$ cat src/rtl/dct8_lift_stream.sv
`default_nettype none
// ============================================================================
// dct8_lift_stream : 8-point multiplier-free lifting forward DCT, valid/ready
//                    stream with backpressure, 8 register stages.
// Revision 1.0
// ============================================================================
module dct8_lift_stream #(
    parameter int W_IN      = 8,
    parameter int SIGNED_IN = 0,
    parameter int W_OUT     = 16,
    parameter int FRAC      = 3
) (
    input  logic               clk,
    input  logic               rst_n,
    input  logic               lvl_shift,
    input  logic               in_valid,
    output logic               in_ready,
    input  logic               in_last,
    input  logic [8*W_IN-1:0]  x_in,
    output logic               out_valid,
    input  logic               out_ready,
    output logic               out_last,
    output logic [8*W_OUT-1:0] x_out
);
    localparam int WI = W_OUT + FRAC;
    localparam int WR = WI + 2;
    localparam int NS = 8;

    localparam logic [WR-1:0]        C_HALF = WR'(1) << (FRAC - 1);
    localparam logic [WR-1:0]        C_KEEP = ~((WR'(1) << FRAC) - WR'(1));
    localparam logic signed [WI-1:0] C_LVL  = WI'(1) << (W_IN - 1);

    typedef logic signed [WI-1:0] lane_t;

    // Two guard bits so the sum of up to three shifted terms cannot wrap.
    function automatic logic signed [WR-1:0] sx(input lane_t v);
        return {{2{v[WI-1]}}, v};
    endfunction

    // Round to a multiple of 2^FRAC, ties away from zero (done on magnitude).
    function automatic lane_t rnd(input logic signed [WR-1:0] s);
        logic [WR-1:0] mag;
        logic [WR-1:0] rmag;
        mag  = s[WR-1] ? WR'(-s) : WR'(s);
        rmag = (mag + C_HALF) & C_KEEP;
        return s[WR-1] ? lane_t'(-rmag) : lane_t'(rmag);
    endfunction

    logic          w_en;
    logic [NS-1:0] r_v;
    logic [NS-1:0] r_last;

    lane_t w_conv [8];
    lane_t w_a    [8];
    lane_t w_p    [8];
    lane_t w_q    [8];
    lane_t w_b    [8];
    lane_t w_c    [8];
    lane_t w_y    [8];

    lane_t r_x [8];
    lane_t r_a [8];
    lane_t r_p [8];
    lane_t r_q [8];
    lane_t r_b [8];
    lane_t r_c [8];
    lane_t r_y [8];
    logic signed [W_OUT-1:0] r_out [8];

    assign w_en      = !(r_v[NS-1] && !out_ready);
    assign in_ready  = w_en;
    assign out_valid = r_v[NS-1];
    assign out_last  = r_last[NS-1];

    for (genvar i = 0; i < 8; i++) begin : g_conv
        logic [W_IN-1:0] w_raw;
        lane_t           w_ext;
        assign w_raw = x_in[i*W_IN +: W_IN];
        if (SIGNED_IN != 0) begin : g_sext
            assign w_ext = {{(WI-W_IN){w_raw[W_IN-1]}}, w_raw};
        end else begin : g_zext
            assign w_ext = {{(WI-W_IN){1'b0}}, w_raw} - (lvl_shift ? C_LVL : '0);
        end
        assign w_conv[i] = w_ext <<< FRAC;
    end

    if (SIGNED_IN != 0) begin : g_lvl_unused
        logic w_unused_lvl;
        assign w_unused_lvl = lvl_shift;
    end

    always_comb begin
        for (int i = 0; i < 4; i++) begin
            w_a[i]   = r_x[i] + r_x[7-i];
            w_a[4+i] = r_x[3-i] - r_x[4+i];
        end

        w_p    = r_a;
        w_p[6] = r_a[6] + rnd((sx(r_a[5]) >>> 3) + (sx(r_a[5]) >>> 2));

        w_q    = r_p;
        w_q[5] = rnd((sx(r_p[6]) >>> 3) + (sx(r_p[6]) >>> 1)) - r_p[5];

        w_b[0] = r_q[0] + r_q[3];
        w_b[1] = r_q[1] + r_q[2];
        w_b[2] = r_q[1] - r_q[2];
        w_b[3] = r_q[0] - r_q[3];
        w_b[4] = r_q[4] + r_q[5];
        w_b[5] = r_q[4] - r_q[5];
        w_b[6] = r_q[7] - r_q[6];
        w_b[7] = r_q[7] + r_q[6];

        w_c    = r_b;
        w_c[0] = r_b[0] + r_b[1];
        w_c[2] = r_b[2] - rnd((sx(r_b[3]) >>> 3) + (sx(r_b[3]) >>> 2));
        w_c[5] = rnd((sx(r_b[6]) >>> 3) + (sx(r_b[6]) >>> 2) + (sx(r_b[6]) >>> 1)) + r_b[5];

        // Lanes 1,3,4,6,7 of r_c still carry the b values from the previous stage.
        w_y    = r_c;
        w_y[1] = rnd(sx(r_c[0]) >>> 1) - r_c[1];
        w_y[3] = rnd((sx(r_c[2]) >>> 3) + (sx(r_c[2]) >>> 2)) + r_c[3];
        w_y[4] = r_c[4] - rnd(sx(r_c[7]) >>> 3);
        w_y[6] = r_c[6] - rnd(sx(r_c[5]) >>> 1);
    end

    always_ff @(posedge clk or negedge rst_n) begin
        if (!rst_n) begin
            r_v    <= '0;
            r_last <= '0;
            for (int i = 0; i < 8; i++) begin
                r_x[i]   <= '0;
                r_a[i]   <= '0;
                r_p[i]   <= '0;
                r_q[i]   <= '0;
                r_b[i]   <= '0;
                r_c[i]   <= '0;
                r_y[i]   <= '0;
                r_out[i] <= '0;
            end
        end else if (w_en) begin
            r_v    <= {r_v[NS-2:0], in_valid};
            r_last <= {r_last[NS-2:0], in_last & in_valid};
            // Data registers only move for real beats, so x_out keeps its last value across bubbles.
            if (in_valid) r_x <= w_conv;
            if (r_v[0])   r_a <= w_a;
            if (r_v[1])   r_p <= w_p;
            if (r_v[2])   r_q <= w_q;
            if (r_v[3])   r_b <= w_b;
            if (r_v[4])   r_c <= w_c;
            if (r_v[5])   r_y <= w_y;
            if (r_v[6]) begin
                for (int i = 0; i < 8; i++) begin
                    r_out[i] <= r_y[i][WI-1:FRAC];
                end
            end
        end
    end

    for (genvar k = 0; k < 8; k++) begin : g_out
        logic [FRAC-1:0] w_unused_frac;
        assign w_unused_frac            = r_y[k][FRAC-1:0];
        assign x_out[k*W_OUT +: W_OUT]  = r_out[k];
    end

endmodule
`default_nettype wire
$ cat config.mk
export PLATFORM = sky130hd
export DESIGN_NAME = dct8_lift_stream
export DESIGN_NICKNAME = d
export VERILOG_FILES = /design/src/rtl/dct8_lift_stream.sv
export SDC_FILE = /design/constraint.sdc
export NUM_CORES = 2
export LEC_CHECK = 0
export ABC_AREA = 1
export CAP_MARGIN = 20
export CORE_MARGIN = 2
export CORE_UTILIZATION = 40
export CTS_CLUSTER_SIZE = 24
export DETAILED_ROUTE_END_ITERATION = 6
export MAX_ROUTING_LAYER = met4
export SLEW_MARGIN = 20
export SYNTH_ARGS = -nofsm -noshare
export SYNTH_HDL_FRONTEND = slang
export SYNTH_SLANG_ARGS = --single-unit
$ cat constraint.sdc
create_clock -name clk -period 4.6 [get_ports clk]
set_input_delay 1.38 -clock clk [delete_from_list [all_inputs] [get_ports clk]]
set_output_delay 1.38 -clock clk [all_outputs]
set_load 0.02 [all_outputs]
**After elaboration in Yosys (flattened, before gate mapping)**

Cells that the tools add are included.

- Register bits after elaboration: 1184
- Input port bits: 70
- Output and inout port bits: 131
- Logic and storage cells: 159

- $add $sub $neg: 63
- Multiplexer cells: 17
- Bitwise operators: 2
- Reduce and logical (&&, ||, !) cells: 11

Operators with widths:

| cell | count |
|---|---|
| 19-bit 2-to-1 mux | 16 |
| 19-bit subtractor | 13 |
| 19-bit adder | 12 |
| 19-bit negator | 10 |
| 19-bit by 3-bit adder with 19-bit output, second input constant | 8 |
| 8-bit by 16-bit subtractor with 16-bit output | 7 |
| 18-bit negator with 19-bit output | 5 |
| 16-bit by 17-bit adder with 18-bit output | 4 |
| 16-bit by 18-bit adder with 19-bit output | 1 |
| 18-bit by 18-bit adder with 19-bit output | 1 |
| 16-bit negator with 19-bit output | 1 |
| 2-bit AND reduction | 8 |
| 8-bit by 8-bit subtractor with 9-bit output | 1 |
| 8-bit 2-to-1 mux | 1 |
| 1-bit logical NOT | 2 |
| 1-bit bitwise AND | 1 |
| 1-bit logical AND | 1 |
| 1-bit inverter | 1 |

**Depth between registers and ports, before layout**

- Depth in word-level cells: 8
- Gate-level depth with buffers: 41
- Gate-level depth less buffers: 41

**Worst setup path after synthesis**

No wires, ideal clock.

- Path type: register -> register
- Start point: register r_b[22] (netlist name)
- End point: register r_c[55] (netlist name)
- Setup time: 0.136 ns
- Arrival: 4.821 ns
- Required time: 4.464 ns
- Setup slack: -0.357 ns
- Stages on the path, launching flop included: 31
- Path buffers: 0
- Period minus slack after synthesis: 4.957 ns
- Cell sequence: dfrtp_1 > fa_1 > ha_1 > inv_1 > fa_1 > nand3b_1 > nand2_1 > inv_1 > ha_1 > xnor2_1 > ha_1 > nand2_1 > o21ai_0 > fa_1 > nand3_1 > nand2_1 > nand2_1 > nand2_1 > a21oi_1 > nor2_1 > o21ai_0 > nand2_1 > nand2_1 > nand2_1 > a21oi_1 > o21ai_0 > a21oi_1 > nor2_1 > nor2_1 > xor2_1 > o21ai_0

- Longest elaborated chain between the ends: 8

RTL lines:

| what | RTL line | text |
|---|---|---|
| start: declaration | 65 | `lane_t r_b [8];` |
| start signal: assignment | 148 | `if (r_v[3]) r_b <= w_b;` |
| 16-bit by 17-bit adder with 18-bit output | 116 | `w_c[5] = rnd((sx(r_b[6]) >>> 3) + (sx(r_b[6]) >>> 2) + (sx(r_b[6]) >>> 1)) + r_b[5];` |
| 18-bit by 18-bit adder with 19-bit output * | 116 |  |
| 19-bit negator | 44 | `mag = s[WR-1] ? WR'(-s) : WR'(s);` |
| 19-bit 2-to-1 mux | 44 |  |
| 19-bit by 3-bit adder with 19-bit output | 45 | `rmag = (mag + C_HALF) & C_KEEP;` |
| 19-bit negator | 46 | `return s[WR-1] ? lane_t'(-rmag) : lane_t'(rmag);` |
| 19-bit 2-to-1 mux * | 46 |  |
| 19-bit adder * | 116 |  |
| end signal: assignment | 149 | `if (r_v[4]) r_c <= w_c;` |
| end: declaration | 66 | `lane_t r_c [8];` |

Every way passes the cells marked *; elsewhere a longest branch is shown, timed or not.
A chain may end at the register's enable or synchronous reset.

**Worst setup path in the final report**

- Start point: register r_b[23] (netlist name)
- End point: register r_c[56] (netlist name)

The elaborated chain is that of the path after synthesis.

==> metrics.md <==
| Metric | Value |
|---|---|
| PortBufs | 200 |
| Final core utilization | 50.9% |
| Initial antenna violation count | 1 |
| Sequential area share after synthesis | between 40% and 50% |
| DR pass1 iterations | 5 |
| Final min period | between 5 and 6 ns |
| # rows | between 100 and 150 |
| Share of layout cells above drive strength 1 | 18.8% |
| RePlAce Congestion | between 0.8 and 0.9 |
| Critical Path Source Type | flip-flop |
| Final #Nets | 9131 |
| Clock Skew | between 0.03 and 0.04 ns |
| FILL cells | between 10000 and 15000 |
| Area occupied by multi-input gates | 0.0347 mm² |
| Routed Wire Length | roughly 160 mm |
| First-pass GRT wire length | approximately 260 mm |
| Post-synthesis net count | 8408 |
| Slowest cell on crit path | fa_2 |
| Largest net degree at the start of global routing | between 150 and 200 |
| Initial DRC count | a little under 3000 |
| CP Class | reg2reg |
| CP Capture Type | flip-flop |
| Critical Path AT | 5.79 ns |
| Setup Viol. Count Final | 20 |
| Placed Area | 0.0686 mm² |
| Worst slew margin | 31.7% |
| Run status | complete, but fails checks |
| Vias | 52300 |
| Final ANT Viol Nets | 0 |
| N_diodes | 0 |
| Period utilization | 112% |
| Setup ws final | -0.568 ns |
| Via density | 4.90 |
| Worst Tran Pin Value | ~1.0 ns |
| CP dominant cell by count | nand2_1 |
| # H-tree levels | 3 |
| Root buf cell | clkbuf_16 |
| Die H | 393 µm |
| Clock transition at the registers of the reported paths | about 0.06 ns |
| Hold buffers post-CTS | 0 |
| CTS Buf Count | 109 |
| Vias in the first global route | 50100 |
| Cells after synthesis | 7860 |
| Overflow after GRT | 0 |
| TritonCTS clock tree | yes |
| Clk sinks | 970 |
| Yosys warnings | 0 |
| FF/Latch Area | roughly 0.024 mm² |
| Failing checks | setup timing |
| GRT Overall Usage | 21.4% |
| # DRC | 0 |
| RSZ-0062 raised after global routing | true |
| Io pins | 201 |
| Worst-Skew Late Latency | 0.73 ns |
| Die ar. | 0.155 mm² |
| Crit-path max FO | 5 |
| Fmax | 193 MHz |
| Final Cell Area | about 0.076 mm² |
| Final hold vios | 0 |
| Hold Crit Class | reg2reg |
| Maximum root-to-sink buffer count | 3 |
| Largest stage delay, worst path | about 0.57 ns |
| Initial core utilization | 40.4% |
| EDFF count, synth | 0 |
| Avg Synthesized Cell Area | 7.72 µm² |
| Fin Setup TNS | -4.69 ns |
| CP required | 5.22 ns |
| Post-DP HPWL | approximately 120 mm |
| Final max-slew violation count | 0 |
| DR WL/cell | 15.4 µm |
| Core area | between 0.15 and 0.2 mm² |
| FFs w/ async S/R, synth | between 90% and 100% |
| Netlist Area Pre-Place | 0.0607 mm² |
| Yosys cell types | 54 |
| Maxcap violations | 0 |
| Ys flop type | dfrtp_1 |
| Die Width | between 300 and 400 µm |
| Seq cells post-synth | 970 |
| Area delta synth->final | 26.0% |
-- critical path, delay by kind of cell, from the launching register on --
| family | cells | cell delay [ns] |
|---|---|---|
| simple gates | 19 | 1.86 |
| fa+ha+maj | 4 | 1.52 |
| compound gates | 3 | 0.58 |
| buf+inv | 6 | 0.49 |
| xor+xnor | 1 | 0.17 |
| flops | 1 | 0.42 |
-- state kept, by name, indices dropped and copies added, names as in the netlist --
name and flops:
r_y 128, r_c 127, r_b 124, r_x 72
r_a 124, r_v 8, r_q 126, r_last 8
r_p 125, x_out 128
-- final timing paths --
check                           from   endpoint  slack, ns  cells after the start
setup / recovery             r_b[23]    r_c[56]      -0.57                     33
hold / removal             r_last[4]  r_last[5]       0.47                      2
setup reg to reg             r_b[23]    r_c[56]      -0.57                     33
hold reg to reg            r_last[4]  r_last[5]       0.47                      2
max in group asynchronous      rst_n    r_q[75]       2.90                      3
min in group asynchronous      rst_n   r_p[109]       0.70                      1
-- per-layer routing --
metal  track usage (%)  vias to the layer above  routed length, µm
met4              4.52                        0               3390
met1              30.7                    24600              83100
met5                 -                        -                  0
li1                  -                    26700                  -
met3              2.32                      205               5510
met2              32.5                      793              72500
-- final cells by class --
class	count	share of cell area, %
clock buffers	155	4.03
flip-flops and latches	970	31.8
well taps	2016	3.30
clock inverters	48	0.794
multi-input cells	5654	45.4
inverters	993	4.91
repair buffers	855	9.76
-- kinds of logic after synthesis --
| family | count (synthesis) | share of synthesized area, % |
|---|---|---|
| AO/OA/AOI/OAI | 1375 | 12.2 |
| XOR/XNOR | 394 | 5.80 |
| adder cells (fa/ha/maj) | 478 | 10.3 |
| buffers and inverters | 1236 | 7.69 |
| flip-flops | 970 | 40.0 |
| multiplexers | 90 | 1.67 |
| AND/OR/NAND/NOR | 3317 | 22.3 |
-- what timing repair did --
action / 4_1_cts / 5_1_grt
setup buffers: 87 / 66
setup endpoints to repair: 29 / 55
pin swaps: 153 / 312
resized for setup: 200 / 592
-- layout by cell type (no fill, tap or decap), types with 27 or more instances in the layout --
cell             instances
clkbuf_1                28
nor2_4                  40
inv_2                   61
nand3b_1                27
a31oi_1                 42
nand4_1                 65
inv_1                  917
xor2_1                 241
nor2_2                  77
fa_1                    31
a21oi_2                 45
mux2_2                  90
o31ai_1                 44
o21bai_1                44
nand2_2                162
o21ai_1                 47
clkbuf_16              109
nand2_4                 31
buf_4                  590
ha_1                   392
xnor2_1                 95
nor2_1                 451
nand3_2                 41
buf_6                   32
nand2_1               2018
buf_12                  33
dfrtp_1                965
a21oi_1                301
nand3_1                300
o21ai_0                730
clkdlybuf4s50_1        199
-- metrics by stage --
step	cells	worst slack (ns)	hold WS [ns]
2_1_floorplan	7860	-0.233	0.442
3_3_place_gp	10300	-0.579	0.453
3_5_place_dp	10300	-0.638	0.456
4_1_cts	10600	-0.571	0.470
5_1_grt	10700	-0.963	0.483
6_report	10700	-0.568	0.467
-- cells in the mapped netlist (all sizes together), types with 3 or more instances --
cell / instances / area [µm²]
nor3: 37 / 215
a21boi: 5 / 37.5
dfrtp: 970 / 24300
nand3b: 27 / 203
or2: 27 / 169
o21ai: 802 / 4020
buf: 29 / 135
a211oi: 11 / 82.6
a22o: 4 / 35.0
nor2: 568 / 2200
a2111oi: 7 / 61.3
nor4: 7 / 43.8
a31oi: 47 / 294
o22ai: 21 / 131
clkinv: 5 / 18.8
mux2: 90 / 1010
inv: 988 / 3710
nand2: 2213 / 8350
nand4: 65 / 407
xnor2: 126 / 1130
o21bai: 48 / 360
and2: 3 / 18.8
clkbuf: 214 / 803
ha: 439 / 5490
o31ai: 46 / 345
fa: 39 / 781
nand3: 364 / 1870
a21o: 16 / 120
xor2: 268 / 2380
and3: 5 / 31.3
o221ai: 3 / 26.3
a21oi: 355 / 1790
Power is not shown: default switching activity piles up to over one toggle a cycle in this logic, so the estimate is an artifact.
